[src/rtl/cpu_pkg.sv]
// rtl/cpu_pkg.sv - shared opcode, function-code, state and decode-entry definitions
package cpu_pkg;

   localparam logic [3:0] OPC_ALU = 4'b0000;

   localparam logic [3:0] FN_ADD  = 4'b1010;
   localparam logic [3:0] FN_ADDI = 4'b1001;
   localparam logic [3:0] FN_SUB  = 4'b1100;
   localparam logic [3:0] FN_AND  = 4'b1110;
   localparam logic [3:0] FN_OR   = 4'b0010;
   localparam logic [3:0] FN_XOR  = 4'b0110;
   localparam logic [3:0] FN_NOT  = 4'b1011;

   localparam logic [1:0] ST_EMPTY = 2'd0;
   localparam logic [1:0] ST_ONE   = 2'd1;
   localparam logic [1:0] ST_TWO   = 2'd2;

   typedef struct packed {
      logic s_sub;
      logic s_fas;
      logic s_and;
      logic s_or;
      logic s_xor;
      logic s_not;
      logic is_alu;
      logic illegal;
   } dec_t;

   localparam dec_t DEC_NONE = '0;

endpackage

[src/rtl/alu_fn_decode.sv]
// rtl/alu_fn_decode.sv - combinational ALU select decode of one instruction word
module alu_fn_decode
   import cpu_pkg::*;
#(
   parameter int IR_W   = 16,
   parameter int OPC_HI = IR_W - 1,
   parameter int FN_LO  = 4
) (
   input  logic [IR_W-1:0] ir,
   output dec_t            dec
);

   logic [3:0] opc;
   logic [3:0] fn;
   logic       unused_ir;

   assign opc       = ir[OPC_HI -: 4];
   assign fn        = ir[FN_LO +: 4];
   assign unused_ir = ^ir;

   always_comb begin
      dec = DEC_NONE;
      if (opc == OPC_ALU) begin
         dec.is_alu = 1'b1;
         case (fn)
            FN_ADD, FN_ADDI: dec.s_fas = 1'b1;
            FN_SUB: begin
               dec.s_sub = 1'b1;
               dec.s_fas = 1'b1;
            end
            FN_AND:  dec.s_and   = 1'b1;
            FN_OR:   dec.s_or    = 1'b1;
            FN_XOR:  dec.s_xor   = 1'b1;
            FN_NOT:  dec.s_not   = 1'b1;
            default: dec.illegal = 1'b1;
         endcase
      end
   end

endmodule

[src/rtl/decode_stage.sv]
// rtl/decode_stage.sv - registered decode stage with 2-entry skid buffer and illegal counter
module decode_stage
   import cpu_pkg::*;
#(
   parameter int IR_W   = 16,
   parameter int OPC_HI = IR_W - 1,
   parameter int FN_LO  = 4,
   parameter int CNT_W  = 8
) (
   input  logic             clk,
   input  logic             rst_n,
   input  logic             in_valid,
   output logic             in_ready,
   input  logic [IR_W-1:0]  ir,
   output logic             out_valid,
   input  logic             out_ready,
   output logic [IR_W-1:0]  out_ir,
   output logic             s_sub,
   output logic             s_fas,
   output logic             s_and,
   output logic             s_or,
   output logic             s_xor,
   output logic             s_not,
   output logic             is_alu,
   output logic             illegal,
   output logic [CNT_W-1:0] ill_cnt
);

   localparam logic [CNT_W-1:0] CNT_MAX = '1;

   logic [1:0]      state;
   logic [1:0]      state_nxt;
   logic [IR_W-1:0] skid_ir;
   dec_t            main_dec;
   dec_t            skid_dec;
   dec_t            in_dec;
   logic            accept;
   logic            pop;

   alu_fn_decode #(
      .IR_W   (IR_W),
      .OPC_HI (OPC_HI),
      .FN_LO  (FN_LO)
   ) u_dec (
      .ir  (ir),
      .dec (in_dec)
   );

   assign accept = in_valid & in_ready;
   assign pop    = out_valid & out_ready;

   always_comb begin
      state_nxt = state;
      case (state)
         ST_EMPTY: if (accept) state_nxt = ST_ONE;
         ST_ONE: begin
            if (accept && !pop)      state_nxt = ST_TWO;
            else if (pop && !accept) state_nxt = ST_EMPTY;
         end
         ST_TWO:   if (pop) state_nxt = ST_ONE;
         default:  state_nxt = ST_EMPTY;
      endcase
   end

   // Handshake flags are registered from the next state so neither depends on out_ready.
   always_ff @(posedge clk or negedge rst_n) begin
      if (!rst_n) begin
         state     <= ST_EMPTY;
         in_ready  <= 1'b0;
         out_valid <= 1'b0;
      end else begin
         state     <= state_nxt;
         in_ready  <= (state_nxt != ST_TWO);
         out_valid <= (state_nxt != ST_EMPTY);
      end
   end

   // Main entry select bits are cleared on drain so outputs read 0 while empty; out_ir is kept.
   always_ff @(posedge clk or negedge rst_n) begin
      if (!rst_n) begin
         out_ir   <= '0;
         main_dec <= DEC_NONE;
         skid_ir  <= '0;
         skid_dec <= DEC_NONE;
      end else begin
         case (state)
            ST_EMPTY: begin
               if (accept) begin
                  out_ir   <= ir;
                  main_dec <= in_dec;
               end
            end
            ST_ONE: begin
               if (accept && pop) begin
                  out_ir   <= ir;
                  main_dec <= in_dec;
               end else if (accept) begin
                  skid_ir  <= ir;
                  skid_dec <= in_dec;
               end else if (pop) begin
                  main_dec <= DEC_NONE;
               end
            end
            ST_TWO: begin
               if (pop) begin
                  out_ir   <= skid_ir;
                  main_dec <= skid_dec;
               end
            end
            default: main_dec <= DEC_NONE;
         endcase
      end
   end

   always_ff @(posedge clk or negedge rst_n) begin
      if (!rst_n) begin
         ill_cnt <= '0;
      end else if (accept && in_dec.illegal && (ill_cnt != CNT_MAX)) begin
         ill_cnt <= ill_cnt + CNT_W'(1);
      end
   end

   assign s_sub   = main_dec.s_sub;
   assign s_fas   = main_dec.s_fas;
   assign s_and   = main_dec.s_and;
   assign s_or    = main_dec.s_or;
   assign s_xor   = main_dec.s_xor;
   assign s_not   = main_dec.s_not;
   assign is_alu  = main_dec.is_alu;
   assign illegal = main_dec.illegal;

endmodule
[config.mk]
export PLATFORM = sky130hd
export DESIGN_NAME = decode_stage
export DESIGN_NICKNAME = d
export VERILOG_FILES = /design/src/rtl/cpu_pkg.sv /design/src/rtl/alu_fn_decode.sv /design/src/rtl/decode_stage.sv
export SDC_FILE = /design/constraint.sdc
export NUM_CORES = 1
export LEC_CHECK = 0
export ABC_AREA = 1
export CORE_MARGIN = 2
export CORE_UTILIZATION = 56
export DETAILED_ROUTE_END_ITERATION = 6
export PLACE_DENSITY = 0.93
export SYNTH_ARGS = -nofsm -noshare
export SYNTH_HDL_FRONTEND = slang
export SYNTH_SLANG_ARGS = --single-unit
[constraint.sdc]
create_clock -name clk -period 3.87 [get_ports clk]
set_input_delay 0.774 -clock clk [delete_from_list [all_inputs] [get_ports clk]]
set_output_delay 0.774 -clock clk [all_outputs]
set_load 0.02 [all_outputs]
After elaboration in Yosys (flattened, before gate mapping)
Cells that the tools add are included.
{"block": "op_classes", "n_eq_ne": 16, "bitwise": 3, "add_sub_neg": 1, "reduce_logical": 16, "n_mux": 23}
{"op": "$mux W16", "count": 3}
{"op": "$mux W8", "count": 6}
{"op": "$pmux W16 S3", "count": 1}
{"op": "$pmux W8 S3", "count": 1}
{"op": "$eq A4 B4 Y1 const B", "count": 5}
{"op": "$add A8 B1 Y8 const B", "count": 1}
{"op": "$mux W2", "count": 4}
{"op": "$ne A2 B2 Y1 const B", "count": 4}
{"op": "$ne A8 B8 Y1 const B", "count": 1}
{"op": "$reduce_and A4 Y1", "count": 2}
{"op": "$mux W1", "count": 7}
{"op": "$reduce_or A7 Y1", "count": 1}
{"op": "$ne A3 B3 Y1 const B", "count": 2}
{"op": "$pmux W2 S3", "count": 1}
{"op": "$logic_and A1 B1 Y1", "count": 5}
{"op": "$eq A4 B2 Y1 const B", "count": 1}
{"op": "$eq A4 B3 Y1 const B", "count": 1}
{"op": "$logic_not A4 Y1", "count": 1}
{"op": "$reduce_and A3 Y1", "count": 1}
{"op": "$reduce_bool A3 Y1", "count": 1}
{"op": "$reduce_or A3 Y1", "count": 1}
{"op": "$and A1 B1 Y1", "count": 2}
{"op": "$eq A2 B1 Y1 const B", "count": 1}
{"op": "$eq A2 B2 Y1 const B", "count": 1}
{"op": "4 further kinds", "count": 5}
{"block": "word_totals", "input_bits": 20, "ff_bits": 60, "word_cells": 81, "output_inout_bits": 34}

Longest topological paths before layout
{"block": "logic_depth", "word_depth": 7, "mapped_depth": 9, "depth_no_buf": 9}

By module
From an unflattened synthesis, not the netlist that was laid out.
{"block": "unflattened", "cells_unflattened": 406, "hier_area_um2": 3026.7}
{"module": "decode_stage", "cells_per_inst": 373, "instances": 1, "area_each_um2": 2867.8, "seq_area_each_um2": 1501.4}
{"module": "alu_fn_decode", "cells_per_inst": 33, "instances": 1, "area_each_um2": 158.9, "seq_area_each_um2": 0.0}

Worst setup path after synthesis
OpenSTA, ideal clock, no wires.
{"block": "synth_path", "path_type": "input to register", "startpoint": "input port ir[13]", "endpoint": "register ill_cnt[0]", "cell_stages": 6, "setup_time_ns": 0.117, "slack_ns": 2.165, "arrival_ns": 1.587, "t_required_ns": 3.753, "n_path_buf": 0, "cell_sequence": "nor2_1 > nand3_1 > inv_1 > nand4_1 > nand2_1 > nand2_1"}
{"block": "synth_via", "elab_chain_len": 4}
{"item": "from (decl)", "line_no": "decode_stage.sv:14", "rtl": "input logic [IR_W-1:0] ir,"}
{"item": "$logic_not A4 Y1", "line_no": "alu_fn_decode.sv:23", "rtl": "if (opc == OPC_ALU) begin"}
{"item": "$mux W8", "line_no": "alu_fn_decode.sv:23"}
{"item": "$logic_and A1 B1 Y1 (2 in series)", "line_no": "decode_stage.sv:118", "rtl": "end else if (accept && in_dec.illegal && (ill_cnt != CNT_MAX)) begin"}
{"item": "to (signal assigned)", "line_no": "decode_stage.sv:119", "rtl": "ill_cnt <= ill_cnt + CNT_W'(1);"}
{"item": "to (decl)", "line_no": "decode_stage.sv:26", "rtl": "output logic [CNT_W-1:0] ill_cnt"}
Every way passes these cells.
A chain may end at the register's enable or synchronous reset.

Final worst setup path
{"block": "layout_path", "startpoint": "input port out_ready", "endpoint": "register skid_ir[1]"}
{"block": "layout_via", "elab_chain_len": 4}
{"item": "from (decl)", "line_no": "decode_stage.sv:16", "rtl": "input logic out_ready,"}
{"item": "$and A1 B1 Y1", "line_no": "decode_stage.sv:50", "rtl": "assign pop = out_valid & out_ready;"}
{"item": "$logic_and A1 B1 Y1", "line_no": "decode_stage.sv:94", "rtl": "if (accept && pop) begin"}
{"item": "$not A1 Y1 (no source line)"}
{"item": "$reduce_and A3 Y1 (no source line)"}
{"item": "to (signal assigned)", "line_no": "decode_stage.sv:98", "rtl": "skid_ir <= ir;"}
{"item": "to (decl)", "line_no": "decode_stage.sv:33", "rtl": "logic [IR_W-1:0] skid_ir;"}
Every way passes these cells.

==> reports/summary.log <==
INFO  worst_setup_path crit_path_max_fanout=31
INFO  cts            cts-hold-fix-buffers=0
INFO  cts            post-cts-setup-buffers=0
INFO  worst_setup_path rr_startpoint=state[1]$_DFF_PN0_
INFO  detailed_routing first_iter_violations=157
INFO  synth          synth.top_cell.area_share=52.7%
INFO  detailed_routing first_pass_iters=4
INFO  layout         layout-drive-gt1-share=5.32%
INFO  power          power.total=2.53mW
INFO  worst_setup_path critical_path.top_delay_family=buffers and inverters
INFO  cts            ctsResizeCount=0
INFO  floorplanning  design.die.area=5670um^2
INFO  place          io_buffer_count=53
INFO  floorplanning  initial_utilization=59.1%
INFO  cts            clk_pin_slew_worst_paths=60ps
INFO  worst_setup_path cp_cell_sequence=clkdlybuf4s50_1, nand2_1, nand3_1, buf_4, clkinv_1, o21ai_0
INFO  synth          fraction_of_the_mapped_netlist_area_in_compound_gates=10.0%
INFO  worst_setup_path reg2reg_depth=5
INFO  synth          synth_area_in_simple_gates=26.6%
INFO  synth          yosys.cell_types.count=21
INFO  synth          syn_avg_cell_area=7.68um^2
INFO  cts            cts_num_sinks=60
INFO  power          share_of_total_power_in_sequential_cells=37.1%
INFO  sta            rsz0062_at_grt=no
INFO  power          p_leak=1.87nW
INFO  min_path       worst_hold_path_type=flop to flop
INFO  place          gp_congestion=0.862
INFO  cts            clock_insertion_delay_worst_skew=340ps
INFO  worst_setup_path critical_path_arrival=2630ps
INFO  synth          adder_cell_area_share_of_the_yosys_netlist=0.439%
INFO  power          combPwrFrac=34.8%
INFO  layout         nFillCells=381
INFO  sta            highest_clock_rate=0.417GHz
INFO  worst_setup_path crit_path_max_incr_delay=480ps
INFO  worst_setup_path cp-start-kind=input port
INFO  sta            final-hold-violation-count=0
INFO  layout         final_nets=448
INFO  job            maxCapViolations=0
INFO  global_route   grt_first_pass_wirelength=11100um
INFO  worst_setup_path worst-r2r-setup-slack=1720ps
INFO  cts            cts.htree.levels=3
INFO  cts            numCtsBuffers=9
INFO  synth          syn-instance-count=371
INFO  layout         mostFrequentLayoutCells=sky130_fd_sc_hd__nand2_1 (156), sky130_fd_sc_hd__dfrtp_1 (60), sky130_fd_sc_hd__clkdlybuf4s50_1 (52)
INFO  global_route   grt_overflow=0
INFO  worst_setup_path crit_buf_inv=3
INFO  global_route   number_of_antenna_violations_at_the_first_check_in_global_routing=0
INFO  power          cellInternalPower=1.63mW
INFO  worst_setup_path cp.required=4100ps
INFO  cts            clock-root-buffer=sky130_fd_sc_hd__clkbuf_8
INFO  synth          synth_sequential_area_ratio=52.7%
INFO  worst_setup_path path_depth=6
INFO  detailed_routing via_count=2591
INFO  sta            finClkSkew=7.81ps
INFO  synth          post_synthesis_instance_area=2850um^2
INFO  worst_setup_path crit_slowest_cell=sky130_fd_sc_hd__clkinv_1
INFO  outcome        result_of_the_run=complete, no violations
INFO  floorplanning  design.portCount=54
INFO  synth          syn_nets=392
INFO  synth          synth.yosys.warnings=0
INFO  place          placedCellCount=483
INFO  global_route   first_global_vias=2667
INFO  synth          postSynthRegisterBits=60
INFO  sta            final_max_slew_viol_count=0
INFO  synth          synth_top_family_by_area=simple AND/OR/NAND/NOR gates
INFO  synth          netlist_top_cells_area=sky130_fd_sc_hd__dfrtp_1 (53%), sky130_fd_sc_hd__nand2_1 (21%), sky130_fd_sc_hd__o21ai_0 (9.0%), sky130_fd_sc_hd__inv_1 (6.1%), sky130_fd_sc_hd__nor2_1 (2.2%)
INFO  synth          multiplexer_share_of_the_synthesized_area=0%
INFO  layout         insertedDiodeCount=0
INFO  power          swShare=35.4%
INFO  sta            layout_min_cycle_time=2400ps
INFO  floorplanning  core_area=4820um^2
INFO  floorplanning  std_cell_rows=25
INFO  detailed_routing post-route-drc-count=0
INFO  detailed_routing avgViaCountPerCell=5.19
INFO  floorplanning  die_width=75.3um
INFO  floorplanning  die_h=75.3um
INFO  synth          post_synth_xor_area_fraction=2.15%
INFO  place          dp.final_hpwl=4240um
INFO  worst_setup_path startpoint=out_ready
INFO  cts            clock_tree_from_tritoncts=built
INFO  layout         layoutNonFillerInstCount=499
INFO  sta            final-setup-viol-count=0
INFO  sta            slew_headroom=36.5%
INFO  layout         mostFrequentLayoutCell=sky130_fd_sc_hd__nand2_1
INFO  cts            cts-root-to-sink-buffers=2
INFO  worst_setup_path timing.critical_path.to=skid_ir[1]$_DFFE_PN0P_
INFO  sta            max_slew.worst_pin.slew=952ps
INFO  sta            setup_tns=0ps
INFO  power          peakVddDrop=392uV
INFO  layout         layout-area-overhead-vs-synth=28.9%
INFO  detailed_routing routed_wire_length_per_instance=12.9um
INFO  power          power_density=689nW/um^2
INFO  power          switching_power=0.896mW
INFO  synth          yosysTopAreaCell=sky130_fd_sc_hd__dfrtp_1
INFO  global_route   maximum_number_of_pins_on_one_net_before_global_route_repair=38
INFO  worst_setup_path worst_r2r_endpoint=out_ir[14]$_DFFE_PN0P_
INFO  power          clock_group_share_of_total_power=28.1%
INFO  worst_setup_path critical_path.endpoint_type=flop
INFO  global_route   grt_use_total=26.1%
INFO  worst_setup_path worstSetupPathType=input port to flop
INFO  detailed_routing final_antenna_net_count=0
INFO  detailed_routing totalWireLength=6420um
INFO  sta            timing.final.crit_share=61.9%
## cells in the mapped netlist
master,instances
sky130_fd_sc_hd__a21boi_0,1
sky130_fd_sc_hd__buf_2,5
sky130_fd_sc_hd__buf_4,2
sky130_fd_sc_hd__clkbuf_1,3
sky130_fd_sc_hd__clkinv_1,2
sky130_fd_sc_hd__dfrtp_1,60
sky130_fd_sc_hd__ha_1,1
sky130_fd_sc_hd__inv_1,46
sky130_fd_sc_hd__nand2_1,156
sky130_fd_sc_hd__nand2_2,1
sky130_fd_sc_hd__nand3_1,11
sky130_fd_sc_hd__nand4_1,2
sky130_fd_sc_hd__nor2_1,17
sky130_fd_sc_hd__nor2_2,1
sky130_fd_sc_hd__nor3b_4,1
sky130_fd_sc_hd__o21ai_0,51
sky130_fd_sc_hd__o21ai_1,2
sky130_fd_sc_hd__o22ai_2,1
sky130_fd_sc_hd__or2_4,1
sky130_fd_sc_hd__xnor2_1,2
sky130_fd_sc_hd__xor2_1,5
## stage by stage
| step | instance area, um^2 | hold WS, ps | worst slack [ps] | utilization [%] |
|---|---|---|---|---|
| 3_5_place_dp | 3420 | 470 | 1140 | 71.0 |
| 6_report | 3670 | 479 | 1470 | 76.2 |
| 5_1_grt | 3670 | 510 | 1210 | 76.2 |
| 4_1_cts | 3670 | 483 | 1500 | 76.2 |
| 2_1_floorplan | 2850 | 449 | 2170 | - |
| 3_3_place_gp | 3420 | 462 | 1270 | 71.0 |
## power by group through the flow
stage	Clock (mW)	Sequential, mW	Combinational (mW)
final	0.710	0.939	0.880
after global routing	0.739	0.961	1.00
after CTS	0.711	0.939	0.884
after detailed placement	0	0.949	0.875
after global placement	0	0.932	0.835
after floorplan	0	1.05	0.428
## logic make-up after synthesis
family / count (synthesis)
flops: 60
buf+inv: 58
simple gates: 190
xor+xnor: 7
compound gates: 55
fa+ha+maj: 1
## worst reg2reg max path, cell delays in order, from the launching register on
cell and delay, ps:
sky130_fd_sc_hd__dfrtp_1 430, sky130_fd_sc_hd__nand2_1 350, sky130_fd_sc_hd__clkinv_1 660, sky130_fd_sc_hd__o21ai_0 420, sky130_fd_sc_hd__nand2_1 80, sky130_fd_sc_hd__o21ai_1 140
## flip-flops by register name, indices dropped and copies added, names as in the netlist
signal and cells:
ill_cnt 8, illegal 1, in_ready 1, is_alu 1
out_ir 16, out_valid 1, s_and 1, s_fas 1
s_not 1, s_or 1, s_sub 1, s_xor 1
skid_dec 8, skid_ir 16, state 2
## metal layers
metal  wire length (um)  track usage, %  vias to the layer above
met1               2690            30.4                     1225
met3                424            6.35                       15
met4                110            12.5                        0
met5                  0               0                        -
met2               3190            45.2                       95
li1                   -               -                     1256
## worst min path at each step
stage | start | to | slack, ps | cells after the start
floorplan | skid_dec[2]$_DFFE_PN0P_ | skid_dec[2]$_DFFE_PN0P_ | 450 | 2
CTS | s_xor$_DFFE_PN0P_ | s_xor$_DFFE_PN0P_ | 480 | 2
detailed placement | skid_dec[0]$_DFFE_PN0P_ | skid_dec[0]$_DFFE_PN0P_ | 470 | 2
global placement | skid_dec[7]$_DFFE_PN0P_ | skid_dec[7]$_DFFE_PN0P_ | 460 | 2
global route | s_xor$_DFFE_PN0P_ | s_xor$_DFFE_PN0P_ | 510 | 2
finish | s_xor$_DFFE_PN0P_ | s_xor$_DFFE_PN0P_ | 480 | 2
## area by class of cell
| class | count | area [um^2] | share of cell area [%] |
|---|---|---|---|
| inverter | 48 | 180 | 4.91 |
| multi-input combinational | 253 | 1120 | 30.4 |
| clock inverter | 4 | 95.1 | 2.59 |
| tap | 67 | 83.8 | 2.28 |
| timing repair buffer | 55 | 541 | 14.7 |
| sequential | 60 | 1500 | 40.9 |
| clock buffer | 12 | 155 | 4.22 |
Power figures use the tool's default switching activity.
